[src/rtl/addsub32_pipe.sv]
// Two-stage pipelined add/subtract unit split into two halves.
// Low half and its carry in stage 1, high half and flags in stage 2.
module addsub32_pipe #(
    parameter int WIDTH = 32
) (
    input  logic             clk,
    input  logic             rst_n,
    input  logic             in_valid,
    output logic             in_ready,
    input  logic [WIDTH-1:0] input1,
    input  logic [WIDTH-1:0] input2,
    input  logic             sub,
    output logic             out_valid,
    input  logic             out_ready,
    output logic [WIDTH-1:0] out,
    output logic             carry_out,
    output logic             overflow,
    output logic             zero,
    output logic             negative
);

    localparam int HALF = WIDTH / 2;

    logic            s1_valid;
    logic [HALF-1:0] s1_lo;
    logic            s1_c16;
    logic [HALF-1:0] s1_ahi;
    logic [HALF-1:0] s1_bxhi;

    logic             s2_adv;
    logic             s1_adv;
    logic             accept;
    logic [WIDTH-1:0] bx;
    logic [HALF:0]    lo_sum;
    logic [HALF:0]    hi_sum;
    logic [WIDTH-1:0] res;
    logic             ovf;

    assign s2_adv   = !out_valid || out_ready;
    assign s1_adv   = s1_valid && s2_adv;
    assign in_ready = !s1_valid || s2_adv;
    assign accept   = in_valid && in_ready;

    // Stage 1 datapath: invert B for subtract, add low halves with sub as carry-in.
    always_comb begin
        bx     = sub ? ~input2 : input2;
        lo_sum = {1'b0, input1[HALF-1:0]}
               + {1'b0, bx[HALF-1:0]}
               + {{HALF{1'b0}}, sub};
    end

    // Stage 2 datapath: high halves plus registered carry, then signed overflow.
    always_comb begin
        hi_sum = {1'b0, s1_ahi}
               + {1'b0, s1_bxhi}
               + {{HALF{1'b0}}, s1_c16};
        res    = {hi_sum[HALF-1:0], s1_lo};
        ovf    = (s1_ahi[HALF-1] == s1_bxhi[HALF-1])
              && (res[WIDTH-1] != s1_ahi[HALF-1]);
    end

    // Stage 1 registers: occupancy follows in_valid whenever the slot can move.
    always_ff @(posedge clk or negedge rst_n) begin
        if (!rst_n) begin
            s1_valid <= 1'b0;
            s1_lo    <= '0;
            s1_c16   <= 1'b0;
            s1_ahi   <= '0;
            s1_bxhi  <= '0;
        end else begin
            if (in_ready) begin
                s1_valid <= in_valid;
            end
            if (accept) begin
                s1_lo   <= lo_sum[HALF-1:0];
                s1_c16  <= lo_sum[HALF];
                s1_ahi  <= input1[WIDTH-1:HALF];
                s1_bxhi <= bx[WIDTH-1:HALF];
            end
        end
    end

    // Stage 2 registers: result and flags load together and hold while stalled.
    always_ff @(posedge clk or negedge rst_n) begin
        if (!rst_n) begin
            out_valid <= 1'b0;
            out       <= '0;
            carry_out <= 1'b0;
            overflow  <= 1'b0;
            zero      <= 1'b0;
            negative  <= 1'b0;
        end else begin
            if (s2_adv) begin
                out_valid <= s1_valid;
            end
            if (s1_adv) begin
                out       <= res;
                carry_out <= hi_sum[HALF];
                overflow  <= ovf;
                zero      <= (res == '0);
                negative  <= res[WIDTH-1];
            end
        end
    end

endmodule
[config.mk]
export PLATFORM = sky130hd
export DESIGN_NAME = addsub32_pipe
export DESIGN_NICKNAME = d
export VERILOG_FILES = /design/src/rtl/addsub32_pipe.sv
export SDC_FILE = /design/constraint.sdc
export NUM_CORES = 1
export LEC_CHECK = 0
export ABC_AREA = 1
export BUFFER_PORTS_ARGS = -buffer_cell sky130_fd_sc_hd__buf_2
export CAP_MARGIN = 20
export CORE_MARGIN = 3
export CORE_UTILIZATION = 32
export CTS_BUF_LIST = sky130_fd_sc_hd__clkbuf_16
export CTS_CLUSTER_SIZE = 20
export DETAILED_ROUTE_END_ITERATION = 12
export HOLD_SLACK_MARGIN = 0.02
export PLACE_DENSITY = 0.63
export SKIP_LAST_GASP = 1
export SYNTH_ARGS = -nofsm -noshare
export SYNTH_HDL_FRONTEND = slang
export SYNTH_SLANG_ARGS = --single-unit
[constraint.sdc]
create_clock -name clk -period 2.12 [get_ports clk]
set_input_delay 0.106 -clock clk [delete_from_list [all_inputs] [get_ports clk]]
set_output_delay 0.106 -clock clk [all_outputs]
set_load 0.01 [all_outputs]
### Word level (Yosys, flattened, before mapping)

Index checks and enable logic that the tools add are counted.

| storage, ports and cells | value |
|---|---|
| bits in registers | 87 |
| input bits | 69 |
| output and inout bits | 38 |
| word-level logic and storage cells | 27 |

| cells by class | value |
|---|---|
| add/sub/neg operators | 4 |
| eq/ne operators | 2 |
| muxes and demuxes | 1 |
| bitwise gates (word level) | 1 |
| reduce and logical (&&, ||, !) cells | 8 |

Operators with widths:

| operator | number |
|---|---|
| $add A16 B16 Y17 | 2 |
| $add A17 B1 Y17 | 2 |
| $logic_not A32 Y1 | 1 |
| $mux W32 | 1 |
| $not A32 Y32 | 1 |
| $logic_and A1 B1 Y1 | 3 |
| $logic_not A1 Y1 | 2 |
| $logic_or A1 B1 Y1 | 2 |
| $eq A1 B1 Y1 | 1 |
| $ne A1 B1 Y1 | 1 |

### Depth between registers and ports, before layout

Gate-level depths: netlist of run 1.

| logic depth | value |
|---|---|
| depth in word-level cells | 4 |
| depth in mapped cells | 14 |
| mapped depth without buffers | 14 |

### Worst setup path before layout of run 1

Ideal clock, no wire load.

| timing path | value |
|---|---|
| path type | flip-flop to flip-flop |
| from | register s1_c16 |
| to | register zero |
| setup time | 0.117 ns |
| arrival | 2.005 ns |
| required time | 2.003 ns |
| setup slack | -0.002 ns |
| cell stages (with the launch flop) | 15 |
| buffers on the path | 0 |
| clock period less this slack | 2.122 ns |
| path through | dfrtp_1 fa_1 fa_1 nand3_1 nand2_2 nand2_1 nand2_2 nand2_1 nand2_1 nand2_1 nand2_1 nand2_1 nor2_1 nand3_1 nand2_1 |

| between the ends | value |
|---|---|
| word-level cells in the longest chain between the ends | 2 |

RTL lines:

| item | RTL line | text |
|---|---|---|
| from (decl) | 26 | `logic s1_c16;` |
| from (signal assigned) | 76 | `s1_c16 <= lo_sum[HALF];` |
| $add A17 B1 Y17 | 56 | `+ {{HALF{1'b0}}, s1_c16};` |
| $logic_not A32 Y1 | 100 | `zero <= (res == '0);` |
| to (signal assigned) | 100 |  |
| to (decl) | 18 | `output logic zero,` |

No other way between the ends.
A chain may end at the register's enable or synchronous reset.

### Worst setup path after layout of run 1

| timing path | value |
|---|---|
| from | register s1_bxhi[0] |
| to | register zero |

| between the ends | value |
|---|---|
| word-level cells in the longest chain between the ends | 3 |

RTL lines:

| item | RTL line | text |
|---|---|---|
| from (decl) | 28 | `logic [HALF-1:0] s1_bxhi;` |
| from (signal assigned) | 78 | `s1_bxhi <= bx[WIDTH-1:HALF];` |
| $add A16 B16 Y17 | 55 | `+ {1'b0, s1_bxhi}` |
| $add A17 B1 Y17 | 56 |  |
| $logic_not A32 Y1 | 100 |  |

No other way between the ends.

==> results.yml, run 1 <==
timing:
  timing_max_transition_violations_final: 0
  hold_viol_final: 0
  worst_hold_slack_ns: 0.03766
  grt_setup_unrepaired: "true"
  timing.final.ws_setup_ns: -0.05923
  final_critical_delay_including_setup_and_external_delays_ns: 2.179
  maxClockFrequency_ghz: 0.4589
  maxSlewHeadroom_pct: 65.35
  worstMarginPinSlew_ns: 0.5198
  final-setup-viol-count: 1
  fin_crit_sh_pct: 102.8
  final.setup_skew_ns: 0.01329
setup_path:
  worstPathMaxFanout: 4
  cpMaxStageDelayCell: "sky130_fd_sc_hd__fa_2"
  max_stage_delay_ns: 0.44
  timing.critical_path.required_ns: 2.35
  cp.arrival_ns: 2.41
  crit_path_frequent_cell: "sky130_fd_sc_hd__nand2_1"
  crit_path_end_kind: "register"
  cp_cell_sequence: "fa_2, fa_2, nand3_2, nand2_4, nand2_4, buf_4, nand3_1, nand2_1, nor2_2, nand2_1, nor2_2, nand3_1, nand2_1"
  startpoint_class: "register"
  worst-setup-path-type: "reg -> reg"
drt:
  wl_met2_um: 5456
  highest_layer: "met5"
  post_drt_wl_per_cell_um: 12.44
  detailroute.via_count: 4677
  finalWirelength_um: 13120
  drt-initial-drc-count: 287
  routed-wl-met3_um: 411
  drt-met1-wl_um: 7049
  drtAntennaViolNets: 0
  detail_route.vias_per_cell: 4.433
  detail_route.drc_violations: 0
  detail_route.first_pass.iterations: 4
cells_and_area:
  layout.cells.most_common_list: "258 x sky130_fd_sc_hd__nand2_1, 105 x sky130_fd_sc_hd__buf_2, 86 x sky130_fd_sc_hd__dfrtp_1, 60 x sky130_fd_sc_hd__inv_1, 48 x sky130_fd_sc_hd__o21ai_0"
  mostFrequentLayoutCell: "sky130_fd_sc_hd__nand2_1"
  area_delta_synth_final_pct: 26.96
  share_of_final_layout_standard_cells_stronger_than_drive_strength_1_pct: 20.02
  layout.nets: 936
  num_antenna_cells: 0
clocking:
  cts.path.max_buffers: 2
  worst_setup_hold_path_clk_slew_ns: 0.07
  tritoncts.num_buffers: 9
  clk_root_buffer_cell: "sky130_fd_sc_hd__clkbuf_16"
  cts_num_sinks: 86
  cts.htree.levels: 3
  cts_tree: "built"
  clock_insertion_delay_worst_skew_ns: 0.35
floorplan:
  dieArea_um2: 18050
  initial_utilization_pct: 32.95
  floorplan.core_area_um2: 16000
  ios: 107
  die_width_um: 134.4
  number_of_standard_cell_rows_in_the_floorplan: 46
  fp.dieH_um: 134.4
logic_synthesis:
  synthTopCellsByArea: "sky130_fd_sc_hd__dfrtp_1 41%, sky130_fd_sc_hd__nand2_1 19%, sky130_fd_sc_hd__ha_1 7.1%"
  netlist.top_cell.by_area: "sky130_fd_sc_hd__dfrtp_1"
  postSynthCellCount: 703
  synth.distinct_cells: 31
  synth_fp_nets: 805
  seq_area_frac_synth_pct: 40.82
  synthDominantCellAreaShare_pct: 40.82
  syn-mean-instance-area_um2: 7.500
  synth_seq_cells: 86
  mappedNetlistArea_um2: 5273
  yosysWarningCount: 0
power_and_ir_drop:
  share_comb_of_total_power_pct: 39.1
  power.share.clock_pct: 24.9
  cellInternalPower_mw: 4.084
  peakVddDrop_uv: 431.5
  power-per-cell-area_nw_per_um2: 988.9
  netSwitchingPower_mw: 2.536
  switching_share_pct: 38.31
  seq_power_share_pct: 36.0
  cellLeakagePower_nw: 3.559
global_route:
  total_routing_usage_reported_by_global_routing_pct: 14.86
  number_of_antenna_violations_at_the_first_check_in_global_routing: 1
  first_global_vias: 4474
  grt_pass1_wl_um: 21690
  gr-total-overflow: 0
  grt_max_degree: 72
run_status:
  outcome: "finished with violations"
  violated_checks: "setup timing"
placement:
  post_dp_hpwl_um: 10520
  post-place-ws_ns: -0.09949
  buffer_ports.inserted: 106
  gpl.final_weighted_congestion: 0.8366
worst_hold_path:
  worst_hold_path_type: "in -> reg"
run:
  max-cap-violations: 0
## worst paths after layout
kind,start,end,slack (ns),cells past startpoint
max in group asynchronous,rst_n,s1_ahi[3],1.20,3
min in group asynchronous,rst_n,out_valid,0.28,2
setup / recovery,s1_bxhi[0],zero,-0.06,13
hold reg to reg,out[13],out[13],0.47,2
hold / removal,out_ready,out_valid,0.04,4
setup reg to reg,s1_bxhi[0],zero,-0.06,13
## critical path: cells and delay by family (launching register included)
| kind | cells | cell delay [ns] |
|---|---|---|
| buf+inv | 1 | 0.10 |
| simple gates | 10 | 0.70 |
| fa+ha+maj | 2 | 0.86 |
| flops | 1 | 0.40 |
## power groups by stage
| stage | sequential (mW) | combinational [mW] | clock [mW] |
|---|---|---|---|
| 2_1_floorplan | 2.50 | 1.49 | 0 |
| 5_1_grt | 2.46 | 2.95 | 1.75 |
| 3_3_place_gp | 2.41 | 2.50 | 0 |
| 3_5_place_dp | 2.42 | 2.52 | 0 |
| 4_1_cts | 2.39 | 2.58 | 1.68 |
| 6_report | 2.38 | 2.59 | 1.65 |
## metrics by stage
stage	std cells	total power [mW]	util (%)	TNS [ns]	area (um^2)
6_report	1055	6.620	41.84	-0.05923	6694
5_1_grt	1055	7.159	41.84	-0.3836	6694
4_1_cts	1054	6.654	41.55	-0.04139	6649
3_5_place_dp	1021	4.940	38.40	-0.09949	6143
3_3_place_gp	1021	4.910	38.40	-0.03675	6143
2_1_floorplan	703	3.988	-	0	5275
## sequential cells by signal (all words and copies together) (netlist names)
signal     cells
out           32
s1_ahi        16
s1_bxhi       16
s1_lo         16
carry_out      1
out_valid      1
overflow       1
s1_c16         1
s1_valid       1
zero           1
## routing by layer
| layer | GRT usage (%) | up-vias |
|---|---|---|
| li1 | - | 2512 |
| met1 | 22.61 | 2074 |
| met2 | 21.17 | 74 |
| met3 | 2.438 | 15 |
| met4 | 5.317 | 2 |
| met5 | 0 | - |
## cell usage after synthesis (all sizes together)
| cell type | n |
|---|---|
| a211oi | 1 |
| a21boi | 1 |
| a21o | 1 |
| a21oi | 25 |
| a31oi | 8 |
| and2 | 1 |
| and3 | 2 |
| buf | 12 |
| clkbuf | 8 |
| dfrtp | 86 |
| fa | 3 |
| ha | 30 |
| inv | 62 |
| nand2 | 271 |
| nand3 | 37 |
| nand3b | 2 |
| nand4 | 6 |
| nor2 | 47 |
| nor3 | 4 |
| o21a | 3 |
| o21ai | 49 |
| or2 | 3 |
| xnor2 | 23 |
| xor2 | 18 |
## what timing repair did
| action | 4_1_cts | 5_1_grt |
|---|---|---|
| pin swaps | 0 | 8 |
| endpoints found under the hold margin | 54 | 0 |
| hold buffers | 17 | 0 |
| gates resized for setup | 3 | 11 |
| setup buffers | 0 | 1 |
| endpoints found under the setup margin | 2 | 4 |
## cells by family (layout without fill, tap and decap cells)
kind of cell / count (synthesis) / after routing / synth area share [%]
AND/OR/NAND/NOR: 373 / 373 / 28.71
AO/OA/AOI/OAI: 88 / 88 / 9.184
flip-flops: 86 / 86 / 40.82
buffers and inverters: 82 / 218 / 6.217
XOR/XNOR: 41 / 41 / 6.811
adder cells (fa/ha/maj): 33 / 33 / 8.258
## layout make-up
class	count	area, um^2
Clock buffer	9	225.2
Multi-Input combinational cell	535	2853
Sequential cell	86	2152
Fill cell	1721	9306
Timing Repair Buffer	140	868.3
Tap cell	216	270.3
Inverter	62	232.7
Clock inverter	7	92.59
No activity file was read; power rests on OpenSTA's default activity.
==> inputs of run 2 (changes only) <==
Settings changed: CELL_PAD_IN_SITES_DETAIL_PLACEMENT set to 1, CELL_PAD_IN_SITES_GLOBAL_PLACEMENT set to 1, PLACE_DENSITY 0.63 to 0.79.
==> run 2 against run 1 <==
The run still ends with setup timing left. Clock skew decreased by 0.0087 ns. Clock power is 6% lower. Worst hold slack gained 0.020 ns. Combinational power rose by 3%.
==> results.yml, run 2 (same netlist as run 1, synthesis figures left out) <==
run_status:
  outcome: "finished with violations"
  violated_checks: "setup timing"
clocking:
  cts_num_sinks: 86
  clk_root_buffer_cell: "sky130_fd_sc_hd__clkbuf_16"
  cts.path.max_buffers: 2
  tritoncts.num_buffers: 9
  worst_setup_hold_path_clk_slew_ns: 0.06
  cts.htree.levels: 3
  cts_tree: "built"
  clock_insertion_delay_worst_skew_ns: 0.33
global_route:
  number_of_antenna_violations_at_the_first_check_in_global_routing: 1
  total_routing_usage_reported_by_global_routing_pct: 16.80
  first_global_vias: 5010
  grt_pass1_wl_um: 24790
  gr-total-overflow: 0
  grt_max_degree: 72
run:
  max-cap-violations: 0
setup_path:
  crit_buf_inv: 0
  cpMaxStageDelayCell: "sky130_fd_sc_hd__fa_2"
  critical_path.top_delay_family: "simple AND/OR/NAND/NOR gates"
  max_stage_delay_ns: 0.41
  cp.arrival_ns: 2.46
  worst-setup-path-type: "reg -> reg"
  worstPathMaxFanout: 4
  crit_path_end_kind: "register"
  startpoint_class: "register"
  timing.critical_path.required_ns: 2.39
  cp_cell_sequence: "fa_2, fa_2, nand3_2, nand2_4, nand2_4, nand2_4, nand3_2, nand2_1, nand2_2, nand2_1, nor2_2, nand3_1, nand2_1"
timing:
  maxSlewHeadroom_pct: 63.66
  totalNegativeSetupSlack_ns: -0.1073
  timing_max_transition_violations_final: 0
  grt_setup_unrepaired: "true"
  final.setup_skew_ns: 0.004580
  fin_crit_sh_pct: 103.0
  final-setup-viol-count: 2
  final_critical_delay_including_setup_and_external_delays_ns: 2.184
  maxClockFrequency_ghz: 0.4578
  timing.final.ws_setup_ns: -0.06424
  hold_viol_final: 0
  worstMarginPinSlew_ns: 0.5452
  worst_hold_slack_ns: 0.05765
cells_and_area:
  layout.nets: 936
  mostFrequentLayoutCell: "sky130_fd_sc_hd__nand2_1"
  num_antenna_cells: 0
  layout.cells.most_common_list: "254 x sky130_fd_sc_hd__nand2_1, 105 x sky130_fd_sc_hd__buf_2, 86 x sky130_fd_sc_hd__dfrtp_1, 61 x sky130_fd_sc_hd__inv_1, 48 x sky130_fd_sc_hd__o21ai_0"
  registers.top_by_ff_count: "out"
  share_of_final_layout_standard_cells_stronger_than_drive_strength_1_pct: 20.14
  area_delta_synth_final_pct: 26.67
  largest_register_ff_count: 32
placement:
  post-place-ws_ns: -0.1114
  gpl.final_weighted_congestion: 0.8428
  post_dp_hpwl_um: 11650
  buffer_ports.inserted: 106
worst_hold_path:
  worst_hold_path_type: "in -> reg"
floorplan:
  die_width_um: 134.4
  dieArea_um2: 18050
  fp.dieH_um: 134.4
  initial_utilization_pct: 32.95
  floorplan.core_area_um2: 16000
  number_of_standard_cell_rows_in_the_floorplan: 46
  ios: 107
power_and_ir_drop:
  power-per-cell-area_nw_per_um2: 997.2
  peakVddDrop_uv: 445.2
  cellLeakagePower_nw: 3.553
  totalPowerFinal_mw: 6.660
drt:
  detail_route.drc_violations: 0
  detail_route.first_pass.iterations: 4
  detail_route.vias_per_cell: 4.645
  detailroute.via_count: 4900
  drtAntennaViolNets: 0
  post_drt_wl_per_cell_um: 14.28
  drt-initial-drc-count: 198
  finalWirelength_um: 15070
## run 2: layout make-up
class,instances,area (um^2)
repair buffers,140,868.3
clock inverters,7,63.81
fillers,2068,9321
inverters,62,232.7
multi-input cells,535,2867
flip-flops and latches,86,2152
well taps,216,270.3
clock buffers,9,225.2
## run 2: worst reg2reg max path, delay by kind of cell (launching register included)
| family | cells | cell delay [ns] |
|---|---|---|
| adders and majority gates | 2 | 0.82 |
| and+or+nand+nor | 11 | 0.89 |
| DFF | 1 | 0.40 |
## run 2: report_power, final
group          switching [mW]  internal [mW]  total, mW
sequential              0.324           2.10       2.43
combinational            1.63           1.05       2.68
clock                   0.646          0.907       1.55
total                    2.60           4.06       6.66
## run 2: per-stage QoR
stage / std cells / area, um^2 / utilization, %
floorplan: 703 / 5275 / -
global placement: 1020 / 6136 / 38.35
detailed placement: 1020 / 6136 / 38.35
CTS: 1053 / 6603 / 41.27
global route: 1055 / 6679 / 41.74
finish: 1055 / 6679 / 41.74
## run 2: worst paths after layout
kind,depth (start not counted),slack (ns),from,to
min reg2reg,2,0.47,out[11],out[11]
min in group asynchronous,2,0.29,rst_n,out[1]
max reg2reg,13,-0.06,s1_bxhi[0],zero
max,13,-0.06,s1_bxhi[0],zero
min,3,0.06,input2[18],s1_bxhi[2]
max in group asynchronous,3,1.18,rst_n,s1_bxhi[11]
## run 2: timing repair
item,in CTS,in global routing
endpoints found under the hold margin,56,0
endpoints found under the setup margin,3,6
gates resized for setup,3,15
hold buffers,17,0
pin swaps,0,5
setup buffers,0,2
## run 2: per-layer routing
| layer | wire, um | up-vias | GRT usage (%) | share of wire (%) |
|---|---|---|---|---|
| met5 | 13 | - | 0 | 0.086 |
| met4 | 169 | 2 | 3.790 | 1.1 |
| met3 | 550 | 11 | 3.451 | 3.7 |
| met2 | 6943 | 86 | 26.73 | 46 |
| met1 | 7389 | 2305 | 23.68 | 49 |
| li1 | - | 2496 | - | - |
